===== config.mk =====
export PLATFORM = sky130hd
export DESIGN_NAME = ws2812b_tx
export DESIGN_NICKNAME = d
export VERILOG_FILES = /design/src/rtl/ws2812b_tx.sv
export SDC_FILE = /design/constraint.sdc
export NUM_CORES = 1
export LEC_CHECK = 0
export CORE_MARGIN = 2
export CORE_UTILIZATION = 52
export CTS_CLUSTER_DIAMETER = 60
export DETAILED_ROUTE_END_ITERATION = 6
export GPL_ROUTABILITY_DRIVEN = 0
export PLACE_DENSITY = 0.81
export SLEW_MARGIN = 20
export SYNTH_ARGS = -nofsm -noshare
export SYNTH_HDL_FRONTEND = slang
export SYNTH_SLANG_ARGS = --single-unit

===== constraint.sdc =====
create_clock -name clk -period 5.5 [get_ports clk]
set_input_delay 0.825 -clock clk [delete_from_list [all_inputs] [get_ports clk]]
set_output_delay 0.825 -clock clk [all_outputs]
set_load 0.02 [all_outputs]

===== src/rtl/ws2812b_tx.sv =====
// WS2812B serial transmitter: 8 LEDs x 12-bit GRB, NRZ timing at 100 MHz.
// Define WS_FULL_SCALE_EN to expand nibble n to {n,n}; default is {0,n}.
module ws2812b_tx #(
    parameter int T0H    = 40,
    parameter int T1H    = 80,
    parameter int TBIT   = 125,
    parameter int TLATCH = 5000
) (
    input  logic        clk,
    input  logic        reset,
    output logic        dataOut,
    output logic        busy,
    output logic        frameDone,
    input  logic        go,
    input  logic [95:0] regVal
);

    typedef enum logic [1:0] {
        IDLE,
        HIGH,
        LOW,
        LATCH
    } stateT;

    localparam logic [12:0] t0hLast    = 13'(T0H - 1);
    localparam logic [12:0] t1hLast    = 13'(T1H - 1);
    localparam logic [12:0] tbitLast   = 13'(TBIT - 1);
    localparam logic [12:0] tlatchLast = 13'(TLATCH - 1);
    localparam logic [12:0] tlatchPre  = 13'(TLATCH - 2);
    localparam logic [7:0]  lastBit    = 8'd191;

    stateT        state;
    logic [191:0] shiftReg;
    logic [7:0]   bitCnt;
    logic [12:0]  cycCnt;

    function automatic logic [191:0] expandFrame(input logic [95:0] r);
        logic [191:0] e;
        logic [3:0]   n;
        e = '0;
        for (int i = 0; i < 24; i++) begin
            n = r[95 - 4*i -: 4];
`ifdef WS_FULL_SCALE_EN
            e[191 - 8*i -: 8] = {n, n};
`else
            e[191 - 8*i -: 8] = {4'b0000, n};
`endif
        end
        return e;
    endfunction

    // Frame sequencer: high phase, low phase per bit, then latch low period.
    always_ff @(posedge clk or negedge reset) begin
        if (!reset) begin
            state     <= IDLE;
            shiftReg  <= '0;
            bitCnt    <= '0;
            cycCnt    <= '0;
            dataOut   <= 1'b0;
            busy      <= 1'b0;
            frameDone <= 1'b0;
        end else begin
            unique case (state)
                IDLE: begin
                    frameDone <= 1'b0;
                    if (go) begin
                        shiftReg <= expandFrame(regVal);
                        bitCnt   <= '0;
                        cycCnt   <= '0;
                        dataOut  <= 1'b1;
                        busy     <= 1'b1;
                        state    <= HIGH;
                    end
                end
                HIGH: begin
                    cycCnt <= cycCnt + 13'd1;
                    if (cycCnt == (shiftReg[191] ? t1hLast : t0hLast)) begin
                        dataOut <= 1'b0;
                        state   <= LOW;
                    end
                end
                LOW: begin
                    if (cycCnt == tbitLast) begin
                        cycCnt <= '0;
                        if (bitCnt == lastBit) begin
                            state <= LATCH;
                        end else begin
                            shiftReg <= {shiftReg[190:0], 1'b0};
                            bitCnt   <= bitCnt + 8'd1;
                            dataOut  <= 1'b1;
                            state    <= HIGH;
                        end
                    end else begin
                        cycCnt <= cycCnt + 13'd1;
                    end
                end
                LATCH: begin
                    if (cycCnt == tlatchLast) begin
                        cycCnt    <= '0;
                        busy      <= 1'b0;
                        frameDone <= 1'b0;
                        state     <= IDLE;
                    end else begin
                        cycCnt    <= cycCnt + 13'd1;
                        frameDone <= (cycCnt == tlatchPre);
                    end
                end
                default: state <= IDLE;
            endcase
        end
    end

endmodule


* After elaboration in Yosys (flattened, before gate mapping) *
Index checks and enable logic that the tools add are counted.
W data, S select, Z words.

word-level totals
  output and inout bits = 3
  register bits = 218
  bits of input ports = 99
  logic and storage cells = 58

operators by class
  muxes and demuxes = 28
  equality and inequality tests = 13
  add/sub/neg operators = 2
  reductions and logical operators = 8

operators by type and width
  cell                     count
  $mux W192                3
  $pmux W192 S2            1
  $pmux W13 S4             1
  $mux W13                 3
  $eq A13 B13 Y1 const B   2
  $mux W8                  3
  $pmux W8 S2              1
  $add A13 B1 Y13 const B  1
  $eq A13 B7 Y1            1
  $eq A13 B7 Y1 const B    1
  $mux W2                  5
  $ne A2 B2 Y1 const B     5
  $add A8 B1 Y8 const B    1
  $eq A8 B8 Y1 const B     1
  $pmux W2 S4              1
  $reduce_and A4 Y1        2
  $mux W7                  1
  $mux W1                  6
  $reduce_and A5 Y1        1
  $eq A2 B2 Y1 const B     2
  $pmux W1 S2              2
  $reduce_bool A2 Y1       2
  $pmux W1 S3              1
  $reduce_and A3 Y1        1
  other kinds (3)          3

* Depth between registers and ports, before layout *
Gate-level depths: netlist of run 1.

  depth in word-level cells = 4
  depth in mapped cells = 10
  gate-level depth less buffers = 7

* Least setup slack after synthesis of run 1 *
Ideal clock, no wire load.

  kind = register -> register
  start point = register cycCnt[7]
  end point = register bitCnt[4]
  setup slack = 2,844 ps
  data required time = 5,396 ps
  data arrival time = 2,552 ps
  setup time = 104 ps
  clock period less this slack = 2,656 ps
  path buffers = 4
  cell stages (with the launch flop) = 10
  cells stage by stage = dfrtp_1 > buf_6 > or4_4 > or4_4 > o21a_1 > buf_6 > or2_1 > buf_6 > buf_6 > o311ai_1

between the ends
  cells in the longest elaborated chain, start to end = 3

RTL lines
  element                             line  text
  start: declaration                  35    logic [12:0] cycCnt;
  start signal: assignment            76    cycCnt <= cycCnt + 13'd1;
  start signal: assignment            94    cycCnt <= cycCnt + 13'd1;
  start signal: assignment            104   cycCnt <= cycCnt + 13'd1;
  $eq A13 B7 Y1                       83    if (cycCnt == tbitLast) begin
  $ne A2 B2 Y1 (no source line)       n/a
  $reduce_and A4 Y1 (no source line)  n/a
  end signal: assignment              89    bitCnt <= bitCnt + 8'd1;
  end: declaration                    34    logic [7:0] bitCnt;

Every way passes these cells.
A chain may end at the register's enable or synchronous reset.

* Worst setup path after layout of run 1 *
  start point = register bitCnt[0]
  end point = register shiftReg[181]

between the ends
  cells in the longest elaborated chain, start to end = 3

RTL lines
  element                             line  text
  $eq A8 B8 Y1                        85    if (bitCnt == lastBit) begin
  $ne A2 B2 Y1 (no source line)       n/a
  $reduce_and A4 Y1 (no source line)  n/a
  end signal: assignment              67    shiftReg <= expandFrame(regVal);
  end signal: assignment              88    shiftReg <= {shiftReg[190:0], 1'b0};
  end: declaration                    33    logic [191:0] shiftReg;

Every way passes these cells.

==> impl_metrics.json, run 1 <==
{
  "cp.arrival_ps": 3920,
  "ir_drop_v": 0.000634,
  "cts-root-buf": "clkbuf_16",
  "synth.top_cells.by_area": "dfrtp_1 55%, o21ai_0 20%, mux2i_1 9.6%, nand2_1 4.6%, clkbuf_1 3.4%",
  "ys_ff_latch": 218,
  "worstMarginPinSlew_ps": 1130,
  "numPortBuffers": 101,
  "finalCritPeriodShare_pct": 64.9,
  "layout-drive-gt1-share_pct": 5.59,
  "dp_hpwl_microns": 11300,
  "p_clk_share_pct": 27.6,
  "crit_cells": 8,
  "vias": 7757,
  "switching_power_w": 0.00225,
  "first_pass_iters": 5,
  "wl_microns": 21100,
  "crit_buf_inv": 2,
  "n_antenna_cell": 0,
  "synth.distinct_cells": 45,
  "max_freq_mhz": 280,
  "fin_nets": 1181,
  "die_y_microns": 143,
  "post_cts_buffers": 0,
  "drc": 0,
  "r2r_end": "shiftReg[181]$_DFFE_PN0P_",
  "worstSetupPathType": "reg2reg",
  "cts_buffers": 24,
  "multi_input_area_sq_mm": 0.00414,
  "slowest_delay_ps": 720,
  "reg2reg_depth": 8,
  "path_clk_slew_ps": 60,
  "leakagePower_nw": 4.82,
  "layout_commonest_cell": "o21ai_0",
  "crit_family": "simple AND/OR/NAND/NOR gates",
  "max_cap_violations": 0,
  "synth_edf_count": 0,
  "route.antenna.remaining_nets": 0,
  "synth_top_area_share_pct": 54.6,
  "placementRows": 50,
  "rsz0062_at_grt": "false",
  "yosysTopAreaCell": "dfrtp_1",
  "r2r_slack_ps": 1930,
  "ctsResizeCount": 0,
  "place_inst": 1281,
  "pwr_density_cell_mw_per_mm2": 512,
  "min_period_ps": 3570,
  "die-area_sq_mm": 0.0203,
  "setup-tns-final_ps": 0,
  "grt_pass1_vias": 7465,
  "grt_pass1_wl_microns": 36200,
  "clock_latency_ps": 510,
  "slew_viol_final": 0,
  "stdcell_count": 1326,
  "status": "finished clean",
  "wl_per_cell_microns": 15.9,
  "cp_slowest_cell": "o21a_4",
  "antenna_found_initial": 0,
  "grt_overflow": 0,
  "start_kind": "flop",
  "r2r_start": "bitCnt[0]$_DFFE_PN0P_",
  "preCtsSetupSlack_ps": 1670,
  "hold_viol": 0,
  "cts_tree": "built",
  "drtIter0Drc": 787,
  "regArea_sq_mm": 0.00546,
  "post_drt_via_cell_ratio": 5.85,
  "ctsHoldBuffers": 0,
  "synthFlopType": "dfrtp_1",
  "syn_nets": 1141,
  "path_max_fanout": 87,
  "min_path_type": "in2async",
  "relSlewSlack_pct": 24.5,
  "final_cell_mix": "402 x o21ai_0, 218 x dfrtp_1, 122 x nand2_1",
  "grt_max_degree": 205,
  "core_sq_mm": 0.0188,
  "syn-mean-instance-area_sq_um": 9.66,
  "async_flop_share_pct": 100,
  "required_ps": 5850,
  "end_kind": "flop",
  "fill_cells": 1499,
  "netlist_instances": 1034,
  "clockBufferDepth": 3,
  "htree_levels": 1,
  "num_io_pins": 102,
  "synth_area_sq_mm": 0.00999,
  "die_x_microns": 143,
  "p_sw_share_pct": 37.1,
  "ys_seq_area_share_pct": 54.6,
  "p_seq_share_pct": 38.2,
  "p_int_w": 0.00383,
  "finClkSkew_ps": 10.9,
  "start_util_pct": 53.2,
  "cts_num_sinks": 218,
  "power.total_w": 0.00608,
  "syn2layout_area_growth_pct": 19.0,
  "layout_setup_ws_ps": 1930,
  "path_cells": "ha_1 -> nand3_1 -> nor4_1 -> o21a_4 -> or2_4 -> buf_16 -> buf_4 -> o21ai_0",
  "grtUsageTotal_pct": 20.9,
  "pwr-share-comb_pct": 34.2,
  "setup_viol": 0,
  "synth_warnings": 0
}
[metrics by stage]
step | hold WS (ps) | util, % | instance area, sq um
CTS | 459 | 63.2 | 11900
global route | 486 | 63.3 | 11900
floorplan | 449 | - | 9990
finish | 405 | 63.3 | 11900
detailed placement | 469 | 58.7 | 11000
global placement | 458 | 58.7 | 11000
[worst max-delay path by stage]
stage / startpoint / endpoint / slack (ps)
5_1_grt: bitCnt[0]$_DFFE_PN0P_ / shiftReg[181]$_DFFE_PN0P_ / 1610
6_report: bitCnt[0]$_DFFE_PN0P_ / shiftReg[181]$_DFFE_PN0P_ / 1930
3_3_place_gp: bitCnt[0]$_DFFE_PN0P_ / bitCnt[3]$_DFFE_PN0P_ / 1770
3_5_place_dp: bitCnt[0]$_DFFE_PN0P_ / shiftReg[152]$_DFFE_PN0P_ / 1670
4_1_cts: bitCnt[0]$_DFFE_PN0P_ / shiftReg[181]$_DFFE_PN0P_ / 1660
2_1_floorplan: cycCnt[7]$_DFFE_PN0N_ / bitCnt[4]$_DFFE_PN0P_ / 2840
[area by class of cell]
| class | instances | share of cell area, % |
|---|---|---|
| clock buffers | 36 | 6.12 |
| repair buffers | 110 | 9.39 |
| multi-input cells | 709 | 34.8 |
| inverters | 11 | 0.347 |
| clock inverters | 8 | 0.969 |
| well taps | 234 | 2.46 |
| flip-flops and latches | 218 | 45.9 |
[registers in the layout, summed over array words and instances, names as in the netlist]
name       flops
busy           1
shiftReg     192
frameDone      1
cycCnt        13
state          2
bitCnt         8
dataOut        1
[metal layers]
metal	up-vias	share of wire [%]	track usage [%]
li1	3713	-	-
met5	-	0	0
met3	22	4.1	2.62
met2	184	48	33.7
met1	3838	46	30.7
met4	0	1.3	4.64
[power groups by stage]
stage               Sequential, W  Combinational (W)  Clock, W
CTS                       0.00232            0.00205   0.00171
global placement          0.00232            0.00199         0
detailed placement        0.00234            0.00204         0
floorplan                 0.00227            0.00159         0
global route              0.00238            0.00234   0.00178
finish                    0.00233            0.00208   0.00168
[kinds of logic (layout without fill, tap and decap cells)]
kind of cell,after synthesis,count (layout),synth area share [%]
muxes,98,98,9.85
buffers and inverters,107,165,4.35
AOI/OAI and AO/OA,426,426,21.9
and+or+nand+nor,166,166,7.32
DFF,218,218,54.6
xor gates and xnor gates,11,11,0.965
adders and majority gates,8,8,1.00
[synth_stat cells (2+ instances only)]
cell type / n
nand2b_1: 2
or2_2: 2
nand3_1: 7
and3_1: 2
buf_6: 4
ha_1: 8
mux2_2: 2
nor4_1: 4
o21a_1: 2
inv_1: 11
nor3_1: 5
nor3b_1: 2
o211ai_1: 2
xor2_1: 4
a21o_1: 2
nor2_1: 6
buf_2: 2
o2bb2ai_1: 3
xnor2_1: 7
a31oi_1: 2
nand4_1: 4
a21oi_1: 4
dfrtp_1: 218
nand2_1: 122
or4_4: 2
mux2i_1: 96
clkbuf_1: 90
o21ai_0: 402
No activity file was read; power rests on OpenSTA's default activity.
==> run 2, diff against run 1 <==
- clock period: 5.5 -> 3.6 ns (I/O delays scaled with it)
==> run 2 against run 1 <==
Count of clock-buffer cells in the layout fell by 4; worst hold slack improved by 72 ps; cell count unchanged; critical endpoint is now shiftReg[99]$_DFFE_PN0P_; sequential share of layout area down 0.18 points; power rose by 52%; largest cell class unchanged; flip-flop and latch count stayed put; non-clock buffer count increased by 1.
==> impl_metrics.json, run 2 (synthesized netlist as in run 1, its figures left out) <==
{
  "relSlewSlack_pct": 36.9,
  "reg.largest.list": "shiftReg (192), cycCnt (13), bitCnt (8)",
  "largest_reg_flops": 192,
  "route.antenna.remaining_nets": 0,
  "first_pass_iters": 6,
  "grt_max_degree": 200,
  "cts-root-buf": "clkbuf_16",
  "worstMarginPinSlew_ps": 946,
  "numPortBuffers": 101,
  "finalCritPeriodShare_pct": 81.9,
  "clockBufferDepth": 3,
  "syn2layout_area_growth_pct": 19.5,
  "power.total_w": 0.00926,
  "rsz0062_at_grt": "false",
  "wl_per_cell_microns": 15.4,
  "core_sq_mm": 0.0188,
  "grt_pass1_vias": 7367,
  "cts_tree": "built",
  "cts_num_sinks": 218,
  "die_x_microns": 143,
  "drc": 0,
  "min_period_ps": 2950,
  "end_kind": "flop",
  "post_cts_buffers": 0,
  "start_util_pct": 53.2,
  "slew_viol_final": 0,
  "start_kind": "flop",
  "leakagePower_nw": 4.82,
  "worstSetupPathType": "reg2reg",
  "cts_buffers": 24,
  "ir_drop_v": 0.000786,
  "whs_ps": 476,
  "grt_pass1_wl_microns": 35300,
  "grt_overflow": 0,
  "path_max_fanout": 79,
  "path_clk_slew_ps": 60,
  "ctsHoldBuffers": 1,
  "layout-drive-gt1-share_pct": 5.68,
  "die-area_sq_mm": 0.0203,
  "finClkSkew_ps": 26.7,
  "hold_viol": 0,
  "min_path_type": "reg2reg",
  "ctsResizeCount": 0,
  "cp.arrival_ps": 3360,
  "layout_commonest_cell": "o21ai_0",
  "die_y_microns": 143,
  "grtUsageTotal_pct": 20.5,
  "fin_nets": 1182,
  "htree_levels": 1,
  "regMostFlops": "shiftReg",
  "post_drt_via_cell_ratio": 5.80,
  "vias": 7691,
  "dp_hpwl_microns": 11100,
  "max_cap_violations": 0,
  "post_dp_cell_area_sq_mm": 0.0111,
  "max_freq_mhz": 339,
  "wl_microns": 20400,
  "final_cell_mix": "402 x o21ai_0, 218 x dfrtp_1, 122 x nand2_1",
  "n_antenna_cell": 0,
  "stdcell_area_sq_mm": 0.0119,
  "pwr_density_cell_mw_per_mm2": 776,
  "placementRows": 50,
  "required_ps": 4010,
  "num_io_pins": 102,
  "antenna_found_initial": 0,
  "status": "finished clean",
  "setup_viol": 0,
  "r2r_slack_ps": 650,
  "clock_latency_ps": 520,
  "setup-tns-final_ps": 0,
  "drtIter0Drc": 616
}
run 2: critical path, cell delays in order (launching register included):
cell and delay [ps]:
dfrtp_1 460, or4_4 570, or4_4 560, o21a_4 230, or2_4 480, buf_12 290, o21ai_0 230
run 2: final timing paths:
kind | end | cells past startpoint | start
max in group asynchronous | shiftReg[105]$_DFFE_PN0P_ | 3 | reset
max reg2reg | shiftReg[99]$_DFFE_PN0P_ | 6 | cycCnt[7]$_DFFE_PN0N_
min reg2reg | frameDone$_DFFE_PN0P_ | 2 | frameDone$_DFFE_PN0P_
min in group asynchronous | shiftReg[25]$_DFFE_PN0P_ | 2 | reset
min | frameDone$_DFFE_PN0P_ | 2 | frameDone$_DFFE_PN0P_
max | shiftReg[99]$_DFFE_PN0P_ | 6 | cycCnt[7]$_DFFE_PN0N_
run 2: final cells by class:
type | instances | area, sq um
inverter | 11 | 41.3
sequential | 218 | 5460
timing repair buffer | 111 | 1170
fill | 1535 | 6840
clock inverter | 11 | 153
tap | 234 | 293
multi-input combinational | 709 | 4140
clock buffer | 32 | 681
run 2: metrics by stage:
step	std cells	setup slack [ps]	utilization, %
after floorplan	1034	944	-
after global placement	1282	531	59.0
after detailed placement	1282	531	59.0
after CTS	1326	523	63.5
after global routing	1326	496	63.6
final	1326	651	63.6
run 2: power breakdown:
part	switching, W	internal [W]	total [W]
Clock	0.000993	0.00155	0.00254
Sequential	0.000372	0.00317	0.00354
Combinational	0.00209	0.00109	0.00318
Total	0.00345	0.00581	0.00926
run 2: layer usage:
| metal | GRT usage, % | vias to the layer above | routed length (microns) |
|---|---|---|---|
| met2 | 32.3 | 163 | 9860 |
| li1 | - | 3722 | - |
| met3 | 2.83 | 19 | 839 |
| met4 | 3.70 | 0 | 233 |
| met1 | 30.8 | 3787 | 9500 |
| met5 | 0 | - | 0 |
